## src/rtl/led_pattern_pkg.sv

```systemverilog
// ---------------------------------------------------------------------------
// led_pattern_pkg
// Shared types and helpers for the LED pattern generator.
//   mode_t        : channel mode as written over the configuration port
//   chan_state_t  : per-channel Moore FSM states
//   state_is_lit  : LED drive level for a given channel state
//   ch_idx_width  : width of a channel index for a given channel count (min 1)
// ---------------------------------------------------------------------------
package led_pattern_pkg;

  typedef enum logic [1:0] {
    MODE_OFF   = 2'd0,
    MODE_SOLID = 2'd1,
    MODE_BLINK = 2'd2,
    MODE_PULSE = 2'd3
  } mode_t;

  typedef enum logic [2:0] {
    ST_IDLE,
    ST_SOLID,
    ST_BLINK_ON,
    ST_BLINK_OFF,
    ST_PULSE_ON
  } chan_state_t;

  function automatic logic state_is_lit(input chan_state_t s);
    return (s == ST_SOLID) || (s == ST_BLINK_ON) || (s == ST_PULSE_ON);
  endfunction

  function automatic int ch_idx_width(input int ch);
    return (ch > 1) ? $clog2(ch) : 1;
  endfunction

endpackage

```

## src/rtl/led_pattern_chan.sv

```systemverilog
// ---------------------------------------------------------------------------
// led_pattern_chan
// One LED channel: Moore FSM, latched on/off durations and the tick-based
// duration counter. The written mode is carried by the FSM state itself.
// Ports:
//   clk, rst        : clock, asynchronous active-low reset
//   i_tick          : one-cycle time-base strobe from the shared prescaler
//   i_load          : accepted configuration write aimed at this channel
//   i_mode          : mode of the write (mode_t encoding)
//   i_on, i_off     : on/off durations in ticks
//   o_led           : registered LED drive, 1 = lit
//   o_active        : registered, channel is not IDLE
//   o_pulse_done    : one-cycle strobe in the cycle the PULSE LED falls
// ---------------------------------------------------------------------------
module led_pattern_chan
  import led_pattern_pkg::*;
#(
  parameter int TW = 16
) (
  input  logic          clk,
  input  logic          rst,
  input  logic          i_tick,
  input  logic          i_load,
  input  logic [1:0]    i_mode,
  input  logic [TW-1:0] i_on,
  input  logic [TW-1:0] i_off,
  output logic          o_led,
  output logic          o_active,
  output logic          o_pulse_done
);

  chan_state_t   r_state;
  chan_state_t   w_state_nxt;
  logic [TW-1:0] r_cnt;
  logic [TW-1:0] w_cnt_nxt;
  logic [TW-1:0] r_on;
  logic [TW-1:0] r_off;
  logic          w_done;
  logic          r_done_pend;
  logic          r_led;
  logic          r_active;
  logic          r_pulse_done;

  // The phase-end compare never sees r_on/r_off == 0 in a phase that uses
  // it: such phases are either never entered or held statically below.
  logic w_on_last;
  logic w_off_last;
  assign w_on_last  = (r_cnt == r_on  - TW'(1));
  assign w_off_last = (r_cnt == r_off - TW'(1));

  // NOTE: every signal written here gets a default first, so no path leaves
  // it unassigned and no latch is inferred.
  always_comb begin
    w_state_nxt = r_state;
    w_cnt_nxt   = r_cnt;
    w_done      = 1'b0;
    if (i_load) begin
      // A write always wins over a coincident tick and restarts the pattern.
      w_cnt_nxt = '0;
      case (i_mode)
        MODE_OFF:   w_state_nxt = ST_IDLE;
        MODE_SOLID: w_state_nxt = ST_SOLID;
        MODE_BLINK: w_state_nxt = (i_on == '0) ? ST_BLINK_OFF : ST_BLINK_ON;
        MODE_PULSE: w_state_nxt = (i_on == '0) ? ST_IDLE : ST_PULSE_ON;
        default:    w_state_nxt = ST_IDLE;
      endcase
    end else if (i_tick) begin
      case (r_state)
        ST_BLINK_ON: begin
          // off == 0 means "constant lit": never leave the on phase.
          if (r_off != '0) begin
            if (w_on_last) begin
              w_state_nxt = ST_BLINK_OFF;
              w_cnt_nxt   = '0;
            end else begin
              w_cnt_nxt = r_cnt + TW'(1);
            end
          end
        end
        ST_BLINK_OFF: begin
          // on == 0 means "constant dark": never leave the off phase.
          if (r_on != '0) begin
            if (w_off_last) begin
              w_state_nxt = ST_BLINK_ON;
              w_cnt_nxt   = '0;
            end else begin
              w_cnt_nxt = r_cnt + TW'(1);
            end
          end
        end
        ST_PULSE_ON: begin
          if (w_on_last) begin
            w_state_nxt = ST_IDLE;
            w_cnt_nxt   = '0;
            w_done      = 1'b1;
          end else begin
            w_cnt_nxt = r_cnt + TW'(1);
          end
        end
        default: ;
      endcase
    end
  end

  // NOTE: the asynchronous reset clears every register here, including the
  // stored durations, so a reset leaves no trace of the previous pattern.
  always_ff @(posedge clk or negedge rst) begin
    if (!rst) begin
      r_state      <= ST_IDLE;
      r_cnt        <= '0;
      r_on         <= '0;
      r_off        <= '0;
      r_done_pend  <= 1'b0;
      r_led        <= 1'b0;
      r_active     <= 1'b0;
      r_pulse_done <= 1'b0;
    end else begin
      // NOTE: non-blocking assignments so every register samples the values
      // from before this edge, independent of statement order.
      r_state <= w_state_nxt;
      r_cnt   <= w_cnt_nxt;
      if (i_load) begin
        r_on  <= i_on;
        r_off <= i_off;
      end
      // Outputs follow the state one edge later; the done strobe is delayed
      // by the same amount so it lines up with the LED falling edge.
      r_led        <= state_is_lit(r_state);
      r_active     <= (r_state != ST_IDLE);
      r_done_pend  <= w_done;
      r_pulse_done <= r_done_pend;
    end
  end

  assign o_led        = r_led;
  assign o_active     = r_active;
  assign o_pulse_done = r_pulse_done;

endmodule

```

## src/rtl/led_pattern_gen.sv

```systemverilog
// ---------------------------------------------------------------------------
// led_pattern_gen
// Multi-channel programmable LED pattern generator. A shared prescaler turns
// clk into a TICK_HZ time base; each channel runs its own pattern FSM.
// Ports:
//   clk, rst    : clock, asynchronous active-low reset
//   cfg_valid   : configuration write strobe
//   cfg_ready   : configuration accept, high whenever reset is released
//   cfg_ch      : target channel (writes to cfg_ch >= CH are dropped)
//   cfg_mode    : 0=OFF 1=SOLID 2=BLINK 3=PULSE
//   cfg_on/off  : on/off durations in ticks
//   led         : registered LED drive per channel, 1 = lit
//   active      : channel not IDLE
//   pulse_done  : one-cycle strobe as a PULSE completes
// DIV = CLK_HZ/TICK_HZ must be an integer >= 2.
// ---------------------------------------------------------------------------
module led_pattern_gen
  import led_pattern_pkg::*;
#(
  parameter int CLK_HZ  = 27_000_000,
  parameter int TICK_HZ = 1000,
  parameter int CH      = 4,
  parameter int TW      = 16
) (
  input  logic                                 clk,
  input  logic                                 rst,
  input  logic                                 cfg_valid,
  output logic                                 cfg_ready,
  input  logic [((CH > 1) ? $clog2(CH) : 1)-1:0] cfg_ch,
  input  logic [1:0]                           cfg_mode,
  input  logic [TW-1:0]                        cfg_on,
  input  logic [TW-1:0]                        cfg_off,
  output logic [CH-1:0]                        led,
  output logic [CH-1:0]                        active,
  output logic [CH-1:0]                        pulse_done
);

  localparam int DIV = CLK_HZ / TICK_HZ;
  localparam int DW  = $clog2(DIV);
  localparam int CHW = ch_idx_width(CH);
  // One bit wider than cfg_ch so CH itself is representable for the range check.
  localparam logic [CHW:0] CH_LIM = (CHW + 1)'(CH);

  // Free-running prescaler; configuration writes never restart it, so all
  // channels share one phase-aligned time base.
  logic [DW-1:0] r_div_cnt;
  logic          w_tick;

  assign w_tick = (r_div_cnt == DW'(DIV - 1));

  always_ff @(posedge clk or negedge rst) begin
    if (!rst) begin
      r_div_cnt <= '0;
    end else if (w_tick) begin
      r_div_cnt <= '0;
    end else begin
      r_div_cnt <= r_div_cnt + DW'(1);
    end
  end

  // The block can always take a write once out of reset.
  assign cfg_ready = rst;

  logic          w_accept;
  logic          w_ch_ok;
  logic [CH-1:0] w_load;

  assign w_accept = cfg_valid && cfg_ready;
  assign w_ch_ok  = ({1'b0, cfg_ch} < CH_LIM);

  for (genvar g = 0; g < CH; g++) begin : g_chan
    assign w_load[g] = w_accept && w_ch_ok && (cfg_ch == CHW'(g));

    led_pattern_chan #(
      .TW (TW)
    ) u_chan (
      .clk          (clk),
      .rst          (rst),
      .i_tick       (w_tick),
      .i_load       (w_load[g]),
      .i_mode       (cfg_mode),
      .i_on         (cfg_on),
      .i_off        (cfg_off),
      .o_led        (led[g]),
      .o_active     (active[g]),
      .o_pulse_done (pulse_done[g])
    );
  end

endmodule

```

## config.mk

```make
export PLATFORM = sky130hd
export DESIGN_NAME = led_pattern_gen
export DESIGN_NICKNAME = d
export VERILOG_FILES = /design/src/rtl/led_pattern_pkg.sv /design/src/rtl/led_pattern_chan.sv /design/src/rtl/led_pattern_gen.sv
export SDC_FILE = /design/constraint.sdc
export NUM_CORES = 1
export LEC_CHECK = 0
export ABC_AREA = 1
export BUFFER_PORTS_ARGS = -buffer_cell sky130_fd_sc_hd__buf_2
export CAP_MARGIN = 20
export CORE_ASPECT_RATIO = 0.9
export CORE_MARGIN = 3
export CORE_UTILIZATION = 45
export CTS_BUF_LIST = sky130_fd_sc_hd__clkbuf_16
export CTS_CLUSTER_DIAMETER = 120
export DETAILED_ROUTE_END_ITERATION = 8
export SETUP_SLACK_MARGIN = 0.15
export SLEW_MARGIN = 30
export SYNTH_ARGS = -nofsm -noshare
export SYNTH_HDL_FRONTEND = slang
export SYNTH_SLANG_ARGS = --single-unit
```

## constraint.sdc

```tcl
create_clock -name clk -period 6.1 [get_ports clk]
set_input_delay 0.305 -clock clk [delete_from_list [all_inputs] [get_ports clk]]
set_output_delay 0.305 -clock clk [all_outputs]
set_load 0.005 [all_outputs]
```

==> metrics.txt, run 1 <==
DIE AREA=0.0386 mm²; Pre-antenna DRT Iters=7; # Post-CTS Setup Buffers=0; cells after synthesis=approximately 2400; Hold Violations, Final=0; Final Skew=between 0.015 and 0.02 ns; r2r worst-path depth=11; diodes inserted=0; Post-synth top flop=dfrtp_1; commonest non-fill, non-tap cell in the layout=nand2_1; largest net degree at the start of global routing=approximately 140; CTS Buf Count=28; GRT Total Usage=25.1%; Post-synth EDFFs=0; status=finished clean; WL final=48600 µm; CP endpoint kind=flop; post-DR vias/cell=5.24; grt total ovfl=0; Worst Setup Start Kind=input port; first-pass GRT wire length=77800 µm; maximum VDD drop=0.000209 V; Req. time, crit path=6.60 ns; Cell Area, Synth=0.0163 mm²; FF+latch count, synth=235; clock slew at reported path FFs=0.06 ns; post-CTS resize count=0; FF+latch area=0.00588 mm²; Final nets=2491; dpl hpwl=about 36000 µm; Ports=52; layout cells sized above 1=7.24%; Initial Util=46.1%; worst-margin pin slew=~0.9 ns; Die W=between 200 and 250 µm; Pwr Density=347 mW/mm²; Routed Antenna Nets=0; deepest clock path buffer count=3; CTS sink cnt=between 200 and 250; initial drt markers=1142; Die Span Y=187 µm; syn nets=2491; max-cap viol count=0; # DRC=0; Hold Path Cell Cnt=3; post-synth top area cell=dfrtp_1; Area growth syn-to-layout=8.88%; Seq/Total Area, Yosys=36.0%; CTS Hold Bufs=3; routed len/inst=16.6 µm; via count=15400; Worst slew margin=between 30% and 40%; Synth async-reset ratio=100%; worst setup margin=1.95 ns; maximum clock rate=241 MHz; post-synth top area share=between 30% and 40%; static leakage=8.94 nW; multi-input logic area=0.00892 mm²; most frequent cells in the layout=nand2_1, nor2_1, inv_1; Worst EP arrival=4.65 ns; syn_area_per_cell=6.70 µm²; FP Rows=65; Final TNS setup=0 ns; RSZ-0062 raised after global routing=false; Root Driver=clkbuf_16; IO Port Bufs=51; vias in the first global route=14400; top cells by area, synth=dfrtp_1, nand2_1, nand3_1, nor2_1, inv_1; synth unique cells=44; initial antenna violation count=0; Area after DPL=0.0168 mm²; Final Critical Period=4.15 ns; max-slew violations=0; Fin Hold WS=approximately 0.053 ns; Core Region=0.0355 mm²; critical-path maximum fanout=98; Tcrit/Tclk final=between 60% and 70%; GPL Wtd Cong=about 0.92; Setup violations, final=0; Clk Latency, worst-skew pair=0.57 ns; TritonCTS clock tree=built; H-tree depth=1; Place WS=1.98 ns; yosys warns=0; worst setup path category=in -> reg; HP Class=in -> reg; fillcell total=around 3600; final non-filler cell area=0.0178 mm²
-- worst max-delay path, stage by stage --
cell           delay, ns
dlygate4sd3_1       0.57
buf_8               0.55
nand2_2             0.27
inv_1               0.14
nand3_2             0.59
inv_1               0.92
nor2_1              0.19
nor4_4              0.48
nand2_2             0.09
clkinv_2            0.21
nand3_1             0.12
nand2_1             0.07
-- final timing paths --
check                                                             from                                 endpoint  slack, ns
min in group asynchronous                                          rst         g_chan[1].u_chan.o_led$_DFF_PN0_       0.40
max in group asynchronous                                          rst   g_chan[0].u_chan.r_cnt[10]$_DFFE_PN0P_       4.41
worst max register to register                  r_div_cnt[0]$_DFF_PN0_   g_chan[2].u_chan.r_cnt[10]$_DFFE_PN0P_       3.25
worst min register to register  g_chan[0].u_chan.r_done_pend$_DFF_PN0_  g_chan[0].u_chan.o_pulse_done$_DFF_PN0_       0.35
worst min-delay path                                       cfg_off[14]   g_chan[1].u_chan.r_off[14]$_DFFE_PN0P_       0.05
worst max-delay path                                               rst    g_chan[0].u_chan.r_cnt[8]$_DFFE_PN0P_       1.95
-- sequential cells by signal (all words and copies together) (netlist names) --
signal and count:
r_div_cnt 15, g_chan.u_chan.r_on 64, g_chan.u_chan.o_active 4, g_chan.u_chan.r_off 64, g_chan.u_chan.r_done_pend 4, g_chan.u_chan.o_pulse_done 4, g_chan.u_chan.o_led 4, g_chan.u_chan.r_state 12
g_chan.u_chan.r_cnt 64
-- Yosys cell counts (2+ instances only) --
| master | count |
|---|---|
| clkinv_2 | 2 |
| xnor2_1 | 53 |
| o21ai_1 | 3 |
| nor4_1 | 8 |
| xor2_1 | 97 |
| o21ai_0 | 179 |
| nor3_1 | 26 |
| nand3b_1 | 20 |
| dfrtp_1 | 235 |
| nor2_2 | 19 |
| inv_2 | 15 |
| nor3_4 | 2 |
| nand2_1 | 780 |
| buf_2 | 24 |
| nor2_4 | 11 |
| or2_2 | 2 |
| and3_1 | 4 |
| and2_1 | 2 |
| nand3_2 | 3 |
| clkbuf_1 | 38 |
| nor3_2 | 6 |
| nand4_1 | 53 |
| buf_6 | 5 |
| a21oi_1 | 20 |
| xnor3_1 | 3 |
| nand2_4 | 2 |
| nand3_1 | 214 |
| nand2_2 | 12 |
| o21bai_1 | 5 |
| buf_4 | 14 |
| inv_1 | 272 |
| ha_1 | 13 |
| nor2_1 | 280 |
| clkbuf_2 | 7 |
-- logic make-up after synthesis --
| logic type | Yosys count | share of synthesized area, % |
|---|---|---|
| compound gates | 212 | 6.67 |
| xor+xnor | 153 | 8.45 |
| fa+ha+maj | 13 | 0.995 |
| buf+inv | 378 | 9.48 |
| flops | 235 | 36.0 |
| simple gates | 1448 | 38.4 |
-- where the power goes --
part / switching [W] / total [W] / internal, W
logic: 0.00128 / 0.00203 / 0.000750
clock network: 0.000715 / 0.00180 / 0.00109
registers: 0.000456 / 0.00233 / 0.00188
-- metrics by stage --
stage	util, %	instances	power [W]
final	50.2	2929	0.00617
after global routing	50.2	2929	0.00663
after CTS	50.2	2929	0.00619
after detailed placement	47.3	2875	0.00436
after global placement	47.3	2875	0.00431
after floorplan	-	2439	0.00383
-- routing by layer --
layer	wire, µm	share of wire [%]	vias up	track usage (%)
li1	-	-	7662	-
met3	2940	6.0	74	4.20
met1	23300	48	7183	37.3
met4	1260	2.6	0	6.25
met5	0	0	-	0
met2	21100	43	432	38.1
-- final cells by class --
| class | instances | share of cell area, % |
|---|---|---|
| multi-input combinational | 1826 | 50.1 |
| sequential | 235 | 33.0 |
| inverter | 289 | 6.11 |
| clock buffer | 28 | 3.94 |
| tap | 469 | 3.30 |
| timing repair buffer | 59 | 1.94 |
| clock inverter | 23 | 1.55 |
(Power assumes the default switching activity.)
==> inputs of run 2 (changes only) <==
Clock period 6.1 ns to 3.6 ns, I/O delays scaled along.
==> metrics.txt, run 2 (synthesized netlist as in run 1, its figures left out) <==
status=finished clean; Worst Setup Start Kind=flop; largest net degree at the start of global routing=142 (+0.71%); worst setup path category=reg -> reg; fillcell total=3636 (+0.28%); RSZ-0062 raised after global routing=false; layout cells sized above 1=7.09% (-0.14 points); CTS Buf Count=28 (unchanged); Initial Util=46.1% (unchanged); WL final=48800 µm (+0.44%); FP Rows=65 (unchanged); initial antenna violation count=1 (+1); max-slew violations=0 (unchanged); GRT Total Usage=25.4% (+0.25 points); maximum VDD drop=0.000610 V (+190%); Clk Latency, worst-skew pair=0.57 ns (about the same); Ports=52 (unchanged); Final Skew=0.0121 ns (-0.00739 ns); CTS sink cnt=235 (unchanged); critical path's slowest cell=nor3_2; Final TNS setup=0 ns (unchanged); Die W=207 µm (unchanged); Hold Violations, Final=0 (unchanged); TritonCTS clock tree=built; max-cap viol count=0 (unchanged); clock slew at reported path FFs=0.06 ns (about the same); placed insts=2878 (+0.10%); Area growth syn-to-layout=10.1%; Area after DPL=0.0168 mm² (+0.16%); critical-path maximum fanout=11 (-89%); worst setup margin=0.764 ns (-1.19 ns); post-CTS resize count=0 (unchanged); Worst EP arrival=3.34 ns (-1.31 ns); GPL Wtd Cong=0.931 (+1.3%); final non-filler cell area=0.0180 mm² (+1.1%); IO Port Bufs=51 (unchanged); family with the most delay on the worst path=simple AND/OR/NAND/NOR gates; deepest clock path buffer count=3 (unchanged); diodes inserted=0 (unchanged); Worst slew margin=46.8% (+8.3 points); Routed Antenna Nets=0 (unchanged); Place WS=0.800 ns (-1.18 ns); Tcrit/Tclk final=78.8%; Die Span Y=187 µm (unchanged); post-DR vias/cell=5.21 (-0.60%); Core Region=0.0355 mm² (unchanged); dpl hpwl=36500 µm (+1.7%); delay of the slowest critical-path stage=0.61 ns (-0.31 ns); vias in the first global route=14300 (-0.47%); CP bufs+invs=2 (-3); CP endpoint kind=flop; Final nets=2515 (+0.96%); total power=0.0104 W (+68%); CP Cell Sequence=ha_1 > nand3_1 > nor3_1 > nand2_1 > clkinv_2 > a21oi_1 > nor3_2 > nand2_1 > inv_2 > nand3_1 > nand2_1; maximum clock rate=353 MHz; Pwr Density=576 mW/mm² (+66%); static leakage=9.03 nW (+0.99%); Root Driver=clkbuf_16; via count=15400 (+0.14%); routed len/inst=16.5 µm (-0.31%); # DRC=0 (unchanged); HP Class=in -> reg; Final Critical Period=2.84 ns; Pre-antenna DRT Iters=6 (-1); DIE AREA=0.0386 mm² (unchanged); initial drt markers=1273 (+11%); fin cells=2951 (+0.75%); top flop regs=g_chan.u_chan.r_cnt: 64 flops, g_chan.u_chan.r_off: 64 flops, g_chan.u_chan.r_on: 64 flops; worst-margin pin slew=0.798 ns (-0.121 ns); most frequent cells in the layout=nand2_1, nor2_1, inv_1; Req. time, crit path=4.10 ns (-2.50 ns); H-tree depth=1 (unchanged); first-pass GRT wire length=77800 µm (about the same); Most common cell on crit path=nand2_1; commonest non-fill, non-tap cell in the layout=nand2_1; Setup violations, final=0 (unchanged); grt total ovfl=0 (unchanged)
run 2: area by class of cell:
type / instances / area, µm² / area share (%)
Multi-Input combinational cell: 1826 / 8920 / 49.6
Sequential cell: 235 / 5880 / 32.7
Inverter: 289 / 1090 / 6.04
Clock buffer: 29 / 726 / 4.03
Tap cell: 469 / 587 / 3.26
Timing Repair Buffer: 83 / 578 / 3.21
Clock inverter: 20 / 215 / 1.20
run 2: timing repair:
item,4_1_cts,5_1_grt
hold buffers,24,0
setup buffers,0,0
hold endpoints to repair,122,0
run 2: power breakdown:
group	switching [W]	total (W)	internal, W	leakage, nW
logic	0.00218	0.00347	0.00129	5.58
clock network	0.00116	0.00296	0.00180	0.478
registers	0.000764	0.00394	0.00318	2.98
total	0.00411	0.0104	0.00626	9.03
run 2: worst reg2reg max path, delay by kind of cell (launching register included):
kind	cells	cell delay, ns
buf+inv	2	0.47
flops	1	0.37
fa+ha+maj	1	0.21
simple gates	7	1.62
compound gates	1	0.12
run 2: per-stage QoR:
stage                     hold WS, ns  utilization, %
after global routing           0.0255            50.8
after global placement          0.338            47.4
after detailed placement        0.340            47.4
after floorplan                -0.116               -
final                          0.0254            50.8
after CTS                     0.00884            50.8
run 2: path summary, 6_finish.rpt:
| path | cells after the start | slack [ns] | endpoint | startpoint |
|---|---|---|---|---|
| worst min register to register | 0 | 0.35 | g_chan[3].u_chan.o_pulse_done$_DFF_PN0_ | g_chan[3].u_chan.r_done_pend$_DFF_PN0_ |
| min in group asynchronous | 3 | 0.39 | g_chan[3].u_chan.r_cnt[11]$_DFFE_PN0P_ | rst |
| worst min-delay path | 3 | 0.03 | g_chan[0].u_chan.r_off[11]$_DFFE_PN0P_ | cfg_off[11] |
| worst max-delay path | 11 | 0.76 | g_chan[2].u_chan.r_cnt[2]$_DFFE_PN0P_ | r_div_cnt[0]$_DFF_PN0_ |
| worst max register to register | 11 | 0.76 | g_chan[2].u_chan.r_cnt[2]$_DFFE_PN0P_ | r_div_cnt[0]$_DFF_PN0_ |
| max in group asynchronous | 4 | 1.96 | g_chan[2].u_chan.r_off[0]$_DFFE_PN0P_ | rst |
run 2: per-layer routing:
metal	up-vias	GRT usage (%)	wire, µm
met5	-	0	0
met4	0	5.24	1110
met3	72	3.14	2740
met2	390	40.2	21900
met1	7205	37.4	23100
li1	7706	-	-
